`src/rtl/ram_sdp_be_if.sv`:
```
// ---------------------------------------------------------------------------
// ram_sdp_be_if
// Bus bundle for the simple-dual-port byte-enable RAM.
//
// Signals (master = requester, slave = RAM):
//   clr_req   m->s  1   pulse: start a full-array clear
//   wr_en     m->s  1   write request
//   wr_addr   m->s  AW  write word address
//   wr_data   m->s  DW  write data
//   wr_be     m->s  NB  byte enables, bit i gates wr_data[8i+7:8i]
//   rd_en     m->s  1   read request
//   rd_addr   m->s  AW  read word address
//   rd_data   s->m  DW  read data, meaningful when rd_valid=1, held otherwise
//   rd_valid  s->m  1   one-cycle strobe per completing read
//   busy      s->m  1   clear engine running
//
// Handshake: busy is the inverse of ready. A request (wr_en, rd_en, clr_req)
// is accepted on a rising clk edge if and only if it is high and busy is low
// at that edge; a request seen while busy is high is dropped, not queued.
// rd_valid is a single-cycle strobe with no back-pressure: the master must
// take rd_data in the cycle rd_valid is high.
// ---------------------------------------------------------------------------
interface ram_sdp_be_if #(
   parameter int DW = 32,
   parameter int AW = 5
);
   localparam int NB = DW / 8;

   logic          clr_req;
   logic          wr_en;
   logic [AW-1:0] wr_addr;
   logic [DW-1:0] wr_data;
   logic [NB-1:0] wr_be;
   logic          rd_en;
   logic [AW-1:0] rd_addr;
   logic [DW-1:0] rd_data;
   logic          rd_valid;
   logic          busy;

   modport master (
      output clr_req, wr_en, wr_addr, wr_data, wr_be, rd_en, rd_addr,
      input  rd_data, rd_valid, busy
   );

   modport slave (
      input  clr_req, wr_en, wr_addr, wr_data, wr_be, rd_en, rd_addr,
      output rd_data, rd_valid, busy
   );
endinterface

```
`src/rtl/ram_sdp_be.sv`:
```
// ---------------------------------------------------------------------------
// ram_sdp_be
// Simple-dual-port RAM (one write port, one read port, one clock) with
// per-byte write enables, 1- or 2-cycle registered read latency, selectable
// read-during-write behaviour and a sequential clear engine that zeroes the
// array one word per cycle after reset or on clr_req.
//
// Parameters:
//   DATA_WIDTH  word width, multiple of 8
//   DEPTH       number of words, any value >= 1
//   RD_LATENCY  1 or 2 cycles from accepted read to rd_valid
//   RDW_MODE    same-address read+write: 0 = old word, 1 = merged new word
//
// Ports:
//   clk        clock, rising edge
//   rst        asynchronous, active-low reset
//   bus        ram_sdp_be_if slave modport (requests in, read data/busy out)
//   dbg_state  FSM state: 1 = CLEAR, 0 = READY
// ---------------------------------------------------------------------------
module ram_sdp_be #(
   parameter int DATA_WIDTH = 32,
   parameter int DEPTH      = 32,
   parameter int RD_LATENCY = 1,
   parameter int RDW_MODE   = 0
) (
   input  logic         clk,
   input  logic         rst,
   ram_sdp_be_if.slave  bus,
   output logic         dbg_state
);
   localparam int AW       = (DEPTH > 1) ? $clog2(DEPTH) : 1;
   localparam int NB       = DATA_WIDTH / 8;
   localparam int DEPTH_M1 = DEPTH - 1;
   // One extra bit so the range compare is meaningful even when DEPTH == 2**AW.
   localparam logic [AW:0]   DEPTH_W   = DEPTH[AW:0];
   localparam logic [AW-1:0] LAST_ADDR = DEPTH_M1[AW-1:0];

   typedef enum logic {
      READY = 1'b0,
      CLEAR = 1'b1
   } state_t;

   state_t                state;
   logic [AW-1:0]         clr_addr;
   logic [DATA_WIDTH-1:0] mem [DEPTH];

   logic                  wr_ok;
   logic                  rd_ok;
   logic                  wr_go;
   logic                  rd_go;
   logic [DATA_WIDTH-1:0] rd_word;
   logic [DATA_WIDTH-1:0] rd_value;

   assign dbg_state = state;

   // Requests only count in READY; out-of-range writes are dropped and
   // out-of-range reads still complete, returning zero.
   always_comb begin
      wr_ok = ({1'b0, bus.wr_addr} < DEPTH_W);
      rd_ok = ({1'b0, bus.rd_addr} < DEPTH_W);
      wr_go = bus.wr_en && (state == READY) && wr_ok;
      rd_go = bus.rd_en && (state == READY);
   end

   // Read word as seen by the output register. With RDW_MODE=1 a same-address
   // write in this cycle is forwarded byte by byte, giving the post-write word.
   always_comb begin
      rd_word = '0;
      if (rd_ok) begin
         rd_word = mem[bus.rd_addr];
      end
      rd_value = rd_word;
      if ((RDW_MODE == 1) && wr_go && (bus.wr_addr == bus.rd_addr)) begin
         for (int i = 0; i < NB; i++) begin
            if (bus.wr_be[i]) begin
               rd_value[8*i +: 8] = bus.wr_data[8*i +: 8];
            end
         end
      end
   end

   // Clear-engine FSM. CLEAR spends exactly DEPTH edges, one word per edge,
   // and busy is registered alongside the state so it tracks CLEAR exactly.
   always_ff @(posedge clk or negedge rst) begin
      if (!rst) begin
         state    <= CLEAR;
         clr_addr <= '0;
         bus.busy <= 1'b1;
      end else begin
         case (state)
            CLEAR: begin
               if (clr_addr == LAST_ADDR) begin
                  state    <= READY;
                  bus.busy <= 1'b0;
               end else begin
                  clr_addr <= clr_addr + AW'(1);
               end
            end
            READY: begin
               if (bus.clr_req) begin
                  state    <= CLEAR;
                  clr_addr <= '0;
                  bus.busy <= 1'b1;
               end
            end
            default: begin
               state    <= CLEAR;
               clr_addr <= '0;
               bus.busy <= 1'b1;
            end
         endcase
      end
   end

   // Storage has no reset: the clear engine zeroes it after every reset.
   always_ff @(posedge clk) begin
      if (state == CLEAR) begin
         mem[clr_addr] <= '0;
      end else if (wr_go) begin
         for (int i = 0; i < NB; i++) begin
            if (bus.wr_be[i]) begin
               mem[bus.wr_addr][8*i +: 8] <= bus.wr_data[8*i +: 8];
            end
         end
      end
   end

   // Read pipeline. It runs independently of the FSM so reads already
   // accepted when a clear starts still deliver their data.
   if (RD_LATENCY == 2) begin : g_lat2
      logic                  s1_valid;
      logic [DATA_WIDTH-1:0] s1_data;

      always_ff @(posedge clk or negedge rst) begin
         if (!rst) begin
            s1_valid     <= 1'b0;
            s1_data      <= '0;
            bus.rd_valid <= 1'b0;
            bus.rd_data  <= '0;
         end else begin
            s1_valid     <= rd_go;
            if (rd_go) begin
               s1_data <= rd_value;
            end
            bus.rd_valid <= s1_valid;
            if (s1_valid) begin
               bus.rd_data <= s1_data;
            end
         end
      end
   end else begin : g_lat1
      always_ff @(posedge clk or negedge rst) begin
         if (!rst) begin
            bus.rd_valid <= 1'b0;
            bus.rd_data  <= '0;
         end else begin
            bus.rd_valid <= rd_go;
            if (rd_go) begin
               bus.rd_data <= rd_value;
            end
         end
      end
   end
endmodule
```
`src/flat_wrapper.sv`:
```
// flat-port wrapper written by rule: the top's interface ports become plain ports
module ram_sdp_be_flat 
#(
   parameter int DATA_WIDTH = 32,
   parameter int DEPTH      = 32,
   parameter int RD_LATENCY = 1,
   parameter int RDW_MODE   = 0
)
  (clk, rst, dbg_state, bus_clr_req, bus_wr_en, bus_wr_addr, bus_wr_data, bus_wr_be, bus_rd_en, bus_rd_addr, bus_rd_data, bus_rd_valid, bus_busy);
  ram_sdp_be_if bus_i ();
  input  logic clk;
  input  logic rst;
  output logic dbg_state;
  input wire logic [$bits(bus_i.clr_req)-1:0] bus_clr_req;
  input wire logic [$bits(bus_i.wr_en)-1:0] bus_wr_en;
  input wire logic [$bits(bus_i.wr_addr)-1:0] bus_wr_addr;
  input wire logic [$bits(bus_i.wr_data)-1:0] bus_wr_data;
  input wire logic [$bits(bus_i.wr_be)-1:0] bus_wr_be;
  input wire logic [$bits(bus_i.rd_en)-1:0] bus_rd_en;
  input wire logic [$bits(bus_i.rd_addr)-1:0] bus_rd_addr;
  output wire logic [$bits(bus_i.rd_data)-1:0] bus_rd_data;
  output wire logic [$bits(bus_i.rd_valid)-1:0] bus_rd_valid;
  output wire logic [$bits(bus_i.busy)-1:0] bus_busy;
  assign bus_i.clr_req = bus_clr_req;
  assign bus_i.wr_en = bus_wr_en;
  assign bus_i.wr_addr = bus_wr_addr;
  assign bus_i.wr_data = bus_wr_data;
  assign bus_i.wr_be = bus_wr_be;
  assign bus_i.rd_en = bus_rd_en;
  assign bus_i.rd_addr = bus_rd_addr;
  assign bus_rd_data = bus_i.rd_data;
  assign bus_rd_valid = bus_i.rd_valid;
  assign bus_busy = bus_i.busy;
  ram_sdp_be #(.DATA_WIDTH(DATA_WIDTH), .DEPTH(DEPTH), .RD_LATENCY(RD_LATENCY), .RDW_MODE(RDW_MODE)) u_core (.clk(clk), .rst(rst), .bus(bus_i), .dbg_state(dbg_state));
endmodule
```
`config.mk`:
```
export PLATFORM = sky130hd
export DESIGN_NAME = ram_sdp_be_flat
export DESIGN_NICKNAME = d
export VERILOG_FILES = /design/src/rtl/ram_sdp_be_if.sv /design/src/rtl/ram_sdp_be.sv /design/src/flat_wrapper.sv
export SDC_FILE = /design/constraint.sdc
export NUM_CORES = 1
export LEC_CHECK = 0
export BUFFER_PORTS_ARGS = -buffer_cell sky130_fd_sc_hd__buf_2
export CORE_ASPECT_RATIO = 1.25
export CORE_MARGIN = 2
export CORE_UTILIZATION = 65
export DETAILED_ROUTE_END_ITERATION = 7
export PLACE_DENSITY = 0.82
export SYNTH_ARGS = -nofsm -noshare
export SYNTH_HDL_FRONTEND = slang
export SYNTH_SLANG_ARGS = --single-unit
export TNS_END_PERCENT = 10
```
`constraint.sdc`:
```
create_clock -name clk -period 5.6 [get_ports clk]
set_input_delay 0.84 -clock clk [delete_from_list [all_inputs] [get_ports clk]]
set_output_delay 0.84 -clock clk [all_outputs]
set_load 0.01 [all_outputs]
```
==> results of run 1 <==
state kept, by name (all words and copies together), names as in the netlist:
signal,cells
u_core.bus.busy,1
u_core.bus.rd_data,32
u_core.bus.rd_valid,1
u_core.clr_addr,5
u_core.dbg_state,1
u_core.mem,1024
per-layer routing:
layer	global-route usage	up-vias	routed length, um
li1	-	9846	-
met1	0.404	11900	37100
met2	0.494	1640	49800
met3	0.0531	292	10300
met4	0.136	2	4450
met5	0	-	12
synth_stat cells, drive strengths merged:
cell       n
edfxtp  1024
mux2i    513
nor2     134
a22oi    128
clkbuf    85
buf       69
a21oi     66
a221oi    64
a22o      64
nand2     48
dfrtp     38
and2      33
o22ai     33
o41ai     32
nand2b    13
a31oi      9
nor3       9
nor4       7
a41oi      6
nor2b      6
o21ai      5
a21o       4
mux2       3
dfstp      2
ha         2
inv        2
nor3b      2
xnor2      2
and3       1
and4       1
or2        1
or4        1
xor2       1
layout make-up:
cell class	count	area, um^2
clock inverter	61	593
sequential	1064	31800
clock buffer	110	2440
antenna	2	5.00
multi-input combinational	1188	9730
inverter	2	7.51
timing repair buffer	157	1090
tap	848	1060
fill	3671	17700
power by group through the flow:
stage               clock network (mW)  registers (mW)  logic (mW)
global placement                     0            10.3        2.54
global route                      6.72            10.3        2.88
finish                            6.40            10.2        2.74
floorplan                            0            10.2        1.64
CTS                               6.43            10.2        2.69
detailed placement                   0            10.3        2.66
how the worst min path moves through the flow:
stage	startpoint	end	slack, ns	depth (start not counted)
4_1_cts	rst	u_core.bus.rd_data[5]	0.34	2
6_report	rst	u_core.bus.rd_data[7]	0.35	2
5_1_grt	rst	u_core.bus.rd_data[7]	0.38	2
3_5_place_dp	u_core.bus.rd_data[16]	u_core.bus.rd_data[16]	0.47	2
2_1_floorplan	u_core.bus.busy	u_core.bus.busy	0.49	2
3_3_place_gp	u_core.bus.rd_data[16]	u_core.bus.rd_data[16]	0.46	2
through the flow:
stage	cell area, um^2	cells	utilization
6_report	46700	3432	0.725
2_1_floorplan	42300	2408	-
3_3_place_gp	43600	3259	0.678
4_1_cts	46700	3430	0.725
3_5_place_dp	43600	3259	0.678
5_1_grt	46700	3430	0.725
cell families after synthesis:
logic type	after synthesis
flip-flops	1064
adder cells (fa/ha/maj)	2
AND/OR/NAND/NOR	256
buffers and inverters	156
multiplexers	516
XOR/XNOR	3
AO/OA/AOI/OAI	411
==> results.rst, run 1 <==
.. list-table::
   :header-rows: 1

   * - Metric
     - Value
   * - Outcome
     - complete, but fails checks
   * - Failing checks
     - max-capacitance violations, max-slew violations
   * - Fraction of power consumed by sequential logic
     - 0.528
   * - Avg WL per Cell
     - 29.6 um
   * - Depth of the CTS H-tree
     - 3
   * - Clock input transition at the sequential cells of the worst setup and hold paths
     - 0.06 ns
   * - Register-to-register setup slack
     - 1.89 ns
   * - Via-per-instance ratio
     - 6.91
   * - Period minus WS final
     - 3.71 ns
   * - Switching power total
     - ~5.2 mW
   * - Setup TNS
     - 0 ns
   * - Clock network fraction of design power
     - 0.331
   * - Share of cell area taken by muxes after synthesis
     - 0.122
   * - Instance count on the critical path
     - 5
   * - Total of max-cap violations
     - 3
   * - Pin count of the biggest net entering global routing
     - 129
   * - Fraction of the mapped netlist area in adder cells
     - 0.000591
   * - Overall overflow remaining after global route
     - 0
   * - Area share of the leading cell type in the synthesized netlist
     - 0.727
   * - DR vias
     - 23.7k
   * - Crit path kind
     - reg -> reg
   * - Netlist area before placement
     - roughly 42000 um^2
   * - Number of unique standard cell types used by synthesis
     - 40
   * - Number of endpoints failing setup at the final stage
     - 0
   * - CTS Sinks
     - 1064
   * - Root Driver
     - sky130_fd_sc_hd__clkbuf_16
   * - Synth area leaders
     - sky130_fd_sc_hd__edfxtp_1 73%, sky130_fd_sc_hd__mux2i_1 12%, sky130_fd_sc_hd__a22oi_1 2.3%
   * - Worst reg2reg startpoint
     - u_core.dbg_state
   * - Placeable Area
     - between 60000 and 70000 um^2
   * - Post-Syn Nets
     - 2461
   * - Portion of total power attributed to combinational logic
     - 0.141
   * - Highest achievable clock rate
     - between 0.2 and 0.3 GHz
   * - Pre-antenna DRT Iters
     - 7
   * - Post-route setup slack
     - approximately 1.9 ns
   * - Global routing usage summed across all routing layers
     - 0.302
   * - Reg-to-reg critical path endpoint
     - u_core.mem[21][28]
   * - Synthesis Warnings
     - 0
   * - Slowest stage cell, crit path
     - sky130_fd_sc_hd__a31oi_1
   * - TritonCTS buffer count
     - 93
   * - Worst path max stage delay
     - between 1 and 1.5 ns
   * - Post-CTS setup buffers
     - 0
   * - Number of buffers between clock root and the deepest sink
     - 3
   * - Number of buffers inserted for hold repair after clock tree synthesis
     - 0
   * - IR Drop Worst-Case VDD
     - just over 300 uV
   * - Number of cells upsized or downsized after cts
     - 0
   * - Critical Path AT
     - 3.95 ns
   * - Capture point of the worst path
     - u_core.mem[21][28]
   * - Die footprint
     - 67200 um^2
   * - Die Y-Extent
     - 289 um
   * - Starting density of the core
     - 0.657
   * - Launching element of the worst setup path
     - u_core.dbg_state
   * - DRC violation total after the first TritonRoute iteration
     - 3329
   * - Routed wire length
     - 102000 um
   * - Largest family of logic cells by synthesized area
     - multiplexers
   * - Post-DP HPWL
     - approximately 61000 um
   * - Crit-path cells
     - nor3b_4 -> buf_4 -> nor3_1 -> a31oi_1 -> nor2_1
   * - Number of I/O port buffers
     - 85
   * - Setup repair after global routing missed its margin
     - false
   * - Worst-Margin Slew
     - 1.67 ns
   * - Most frequent standard cell in the layout excluding fill and tap cells
     - sky130_fd_sc_hd__edfxtp_1
   * - Wire length of the first global-routing pass
     - 148000 um
   * - Register area share after synthesis
     - 0.750
   * - Overall power consumption
     - 19.3 mW
   * - Data required time of the critical path
     - 5.84 ns
   * - Clk Latency, worst-skew pair
     - 0.66 ns
   * - Post-synthesis area per instance
     - 17.6 um^2
   * - Total count of hold-check failures in the final report
     - 0
   * - Number of remaining DRC errors
     - 0
   * - Number of pins with negative max-slew slack in the final report
     - 12
   * - Number of flip-flops and latches in the synthesized netlist
     - 1064
   * - P per Cell Area
     - about 410 nW/um^2
   * - Buffers and inverters on the worst path
     - 1
   * - Share of the clock period used by the worst path
     - 0.663
   * - Final-layout worst hold slack
     - 0.349 ns
   * - Switching share of total power
     - 0.267
   * - Share of post-route cells with drive strength above 1
     - 0.134
   * - Placement row count
     - 104
   * - Worst Path Max Fanout
     - 64
   * - Post-Route Skew
     - roughly 0.029 ns
   * - Worst Setup End Kind
     - flip-flop
   * - Clock tree from TritonCTS
     - yes
   * - Post-DRT Antenna Nets
     - 0
   * - Final weighted congestion of routability-driven global placement
     - 0.869
   * - Horizontal extent of the die
     - about 230 um
   * - Cell internal power dissipation
     - between 10 and 15 mW
   * - Commonest cells after routing, fill and taps aside
     - 1024 x sky130_fd_sc_hd__edfxtp_1, 513 x sky130_fd_sc_hd__mux2i_1, 133 x sky130_fd_sc_hd__nor2_1, 128 x sky130_fd_sc_hd__a22oi_1, 94 x sky130_fd_sc_hd__clkbuf_16
   * - Top Family by Delay on Critical Path
     - compound AO/OA/AOI/OAI gates
   * - Synth Area in XOR/XNOR
     - 0.000621
   * - Slew margin rel.
     - -0.118
   * - Hold Path Class
     - in -> async
   * - Gate count after technology mapping
     - 2408
   * - Simple-gate share of the synthesized area
     - 0.0271
   * - Dpl ws
     - 1.59 ns
   * - Fraction of the mapped netlist area in compound gates
     - 0.0781
   * - Standby leakage power
     - 16.9 nW
   * - Vias in the first global route
     - 23.7k
   * - Area Growth Syn to Fin
     - 10.3%
   * - Kind of start point of the critical path
     - flip-flop
   * - Initial antenna violation count
     - 1
   * - Post-synthesis cell type with the largest combined area
     - sky130_fd_sc_hd__edfxtp_1
   * - Cell count of the worst reg-to-reg path
     - 5
   * - I/O pin cnt
     - 86
   * - # nets final
     - 2559
No activity file was read; power rests on OpenSTA's default activity.
==> inputs of run 2 (changes only) <==
CORE_UTILIZATION = 62   (was 65)
PLACE_DENSITY = 0.79   (was 0.82)
clock period = 3.9 ns   (was 5.6 ns; I/O delays follow)
==> run 2 against run 1 <==
The run now ends clean. Utilization down 2.3 points. Wire length down 0.52%. Critical path depth up 2. Via count down 0.45%. Worst hold slack worse by 0.14 ns. Global-route usage down 1.4 points. Clock skew up 0.0050 ns. Sequential power up 43%. Design area up 2.1%. Worst setup slack worse by 1.3 ns. Maximum frequency up 11%. Critical path type unchanged. Largest power group unchanged.
==> results.rst, run 2 (synthesized netlist as in run 1, its figures left out) <==
.. list-table::
   :header-rows: 1

   * - Metric
     - Value
   * - Placeable Area
     - 67900 um^2 (+5.4%)
   * - Max reg flops
     - 1024 (unchanged)
   * - Overall power consumption
     - 28.2 mW (+46%)
   * - Clock input transition at the sequential cells of the worst setup and hold paths
     - 0.07 ns (about the same)
   * - Number of remaining DRC errors
     - 0 (unchanged)
   * - Depth of the CTS H-tree
     - 3 (unchanged)
   * - Pre-antenna DRT Iters
     - 6 (-1)
   * - DRC violation total after the first TritonRoute iteration
     - 3192 (-4.1%)
   * - Post-DP HPWL
     - 61700 um (+1.9%)
   * - Post-Route Skew
     - 0.0341 ns (+0.00504 ns)
   * - Share of post-route cells with drive strength above 1
     - 0.165 (+0.0311)
   * - Final instance count without filler cells
     - 3563 (+3.8%)
   * - Overall overflow remaining after global route
     - 0 (unchanged)
   * - Number of buffers inserted for hold repair after clock tree synthesis
     - 1 (+1)
   * - Worst Path Max Fanout
     - 20 (-69%)
   * - Total count of hold-check failures in the final report
     - 0 (unchanged)
   * - Number of pins with negative max-slew slack in the final report
     - 0 (-12)
   * - Placement row count
     - 107 (+2.9%)
   * - Portion of total power attributed to combinational logic
     - 0.147 (+0.006)
   * - Placed Cells incl. Taps
     - 3382 (+3.8%)
   * - Switching power total
     - 7.37 mW (+43%)
   * - Kind of start point of the critical path
     - flip-flop
   * - Worst path max stage delay
     - 0.95 ns (-0.26 ns)
   * - Outcome
     - complete, no violations
   * - Hold Path Class
     - in -> reg
   * - Data required time of the critical path
     - 4.31 ns (-1.53 ns)
   * - TritonCTS buffer count
     - 95 (+2.2%)
   * - Final weighted congestion of routability-driven global placement
     - 0.865 (-0.46%)
   * - Slowest stage cell, crit path
     - sky130_fd_sc_hd__a41oi_1
   * - Setup TNS
     - 0 ns (unchanged)
   * - Die Y-Extent
     - 296 um (+2.4%)
   * - Crit path kind
     - reg -> reg
   * - Area of all placed cells without fillers
     - 47600 um^2 (+2.1%)
   * - Clock network fraction of design power
     - 0.336 (+0.005)
   * - Initial antenna violation count
     - 4 (+3)
   * - Total of max-cap violations
     - 0 (-3)
   * - Area Growth Syn to Fin
     - 12.6%
   * - IR Drop Worst-Case VDD
     - 362 uV (+20%)
   * - Buffers and inverters on the worst path
     - 3 (+2)
   * - DR vias
     - 23.6k (-0.45%)
   * - Number of endpoints failing setup at the final stage
     - 0 (unchanged)
   * - Placement Cell Area
     - 44500 um^2 (+1.9%)
   * - I/O pin cnt
     - 86 (unchanged)
   * - Number of cells upsized or downsized after cts
     - 0 (unchanged)
   * - Largest registers in the final layout
     - u_core.mem (1024), u_core.bus.rd_data (32), u_core.clr_addr (5)
   * - Post-CTS setup buffers
     - 0 (unchanged)
   * - P per Cell Area
     - 592 nW/um^2 (+43%)
   * - Starting density of the core
     - 0.623 (-0.0335)
   * - Commonest cells after routing, fill and taps aside
     - 1024 x sky130_fd_sc_hd__edfxtp_1, 513 x sky130_fd_sc_hd__mux2i_1, 157 x sky130_fd_sc_hd__buf_4, 133 x sky130_fd_sc_hd__nor2_1, 128 x sky130_fd_sc_hd__a22oi_1
   * - Pin count of the biggest net entering global routing
     - 66 (-49%)
   * - Number of buffers between clock root and the deepest sink
     - 3 (unchanged)
   * - Switching share of total power
     - 0.261 (-0.00521)
   * - Clock tree from TritonCTS
     - yes
   * - Highest achievable clock rate
     - 0.299 GHz (+11%)
   * - Period minus WS final
     - 3.35 ns (-0.362 ns)
   * - Crit-path cells
     - nor3b_4 -> buf_4 -> nor3_1 -> a41oi_1 -> buf_4 -> nor2_1 -> buf_4
   * - Root Driver
     - sky130_fd_sc_hd__clkbuf_16
   * - Most frequent standard cell in the layout excluding fill and tap cells
     - sky130_fd_sc_hd__edfxtp_1
   * - Setup repair after global routing missed its margin
     - false
   * - Via-per-instance ratio
     - 6.63 (-4.1%)
   * - Standby leakage power
     - 17.5 nW (+3.5%)
   * - Worst-Margin Slew
     - 1.26 ns (-0.406 ns)
   * - Die footprint
     - 70400 um^2 (+4.8%)
   * - Horizontal extent of the die
     - 238 um (+2.3%)
   * - Global routing usage summed across all routing layers
     - 0.288 (-0.0143)
   * - Wire length of the first global-routing pass
     - 150000 um (+0.83%)
   * - CTS Sinks
     - 1064 (unchanged)
   * - Vias in the first global route
     - 23.6k (-0.14%)
   * - Slew margin rel.
     - 0.146 (+0.265)
   * - Avg WL per Cell
     - 28.4 um (-4.2%)
   * - Clk Latency, worst-skew pair
     - 0.66 ns (about the same)
   * - Number of I/O port buffers
     - 85 (unchanged)
   * - Post-DRT Antenna Nets
     - 0 (unchanged)
   * - # nets final
     - 2661 (+4.0%)
   * - Fraction of power consumed by sequential logic
     - 0.518 (-0.010)
   * - Routed wire length
     - 101000 um (-0.52%)
   * - Most flop-heavy register
     - u_core.mem
   * - Critical Path AT
     - 3.76 ns (-0.19 ns)
   * - Share of the clock period used by the worst path
     - 0.859 (+0.196)
   * - Worst Setup End Kind
     - flip-flop
   * - Top Family by Delay on Critical Path
     - compound AO/OA/AOI/OAI gates
   * - Final Core Density
     - 0.702 (-0.0228)
   * - Cell internal power dissipation
     - 20.8 mW (+47%)
   * - Worst path most repeated cell
     - sky130_fd_sc_hd__buf_4
## run 2: cell count changes in the layout (fill, tap and decap cells not counted), sizes merged
cell / before / now
buf: 157 / 256
clkbuf: 110 / 130
clkinv: 41 / 29
dlygate4sd3: 0 / 1
inv: 7 / 6
## run 2: power by group through the flow
stage                     Sequential [mW]  Clock (mW)  Combinational (mW)
after CTS                            14.6        9.54                4.10
after floorplan                      14.7           0                2.35
after global routing                 14.7        9.94                4.38
after global placement               14.7           0                3.87
final                                14.6        9.48                4.13
after detailed placement             14.8           0                4.05
## run 2: worst paths after layout
kind | from | to | cells after the start | slack (ns)
min in group asynchronous | rst | u_core.bus.rd_data[7] | 2 | 0.50
worst min register to register | u_core.bus.rd_data[25] | u_core.bus.rd_data[25] | 2 | 0.48
worst max register to register | u_core.dbg_state | u_core.mem[27][3] | 7 | 0.55
max in group asynchronous | rst | u_core.dbg_state | 3 | 2.50
worst max-delay path | u_core.dbg_state | u_core.mem[27][3] | 7 | 0.55
worst min-delay path | bus_clr_req | u_core.dbg_state | 3 | 0.21
## run 2: final cells by class
cell class / count / area, um^2
flip-flops and latches: 1064 / 31800
fillers: 3955 / 20200
multi-input cells: 1188 / 9730
clock buffers: 130 / 2660
repair buffers: 257 / 1890
well taps: 872 / 1090
clock inverters: 48 / 515
inverters: 2 / 7.51
diodes: 2 / 5.00
## run 2: through the flow
step           hold WS [ns]  worst slack, ns
3_3_place_gp          0.458           -0.398
4_1_cts               0.191            0.569
6_report              0.208            0.550
2_1_floorplan         0.289             1.37
3_5_place_dp          0.462            0.359
5_1_grt               0.244            0.363
## run 2: per-layer routing
metal  vias to the layer above  wire (um)  global-route usage
met3                       223       8410              0.0428
li1                      10000          -                   -
met5                         -         32                   0
met2                      1427      50700               0.486
met4                         4       3920               0.121
met1                     11900      37900               0.379
## run 2: worst min-delay path: cells and delay by family
kind	cells	cell delay, ns
buffers and inverters	1	0.14
and+or+nand+nor	1	0.09
AOI/OAI and AO/OA	1	0.04
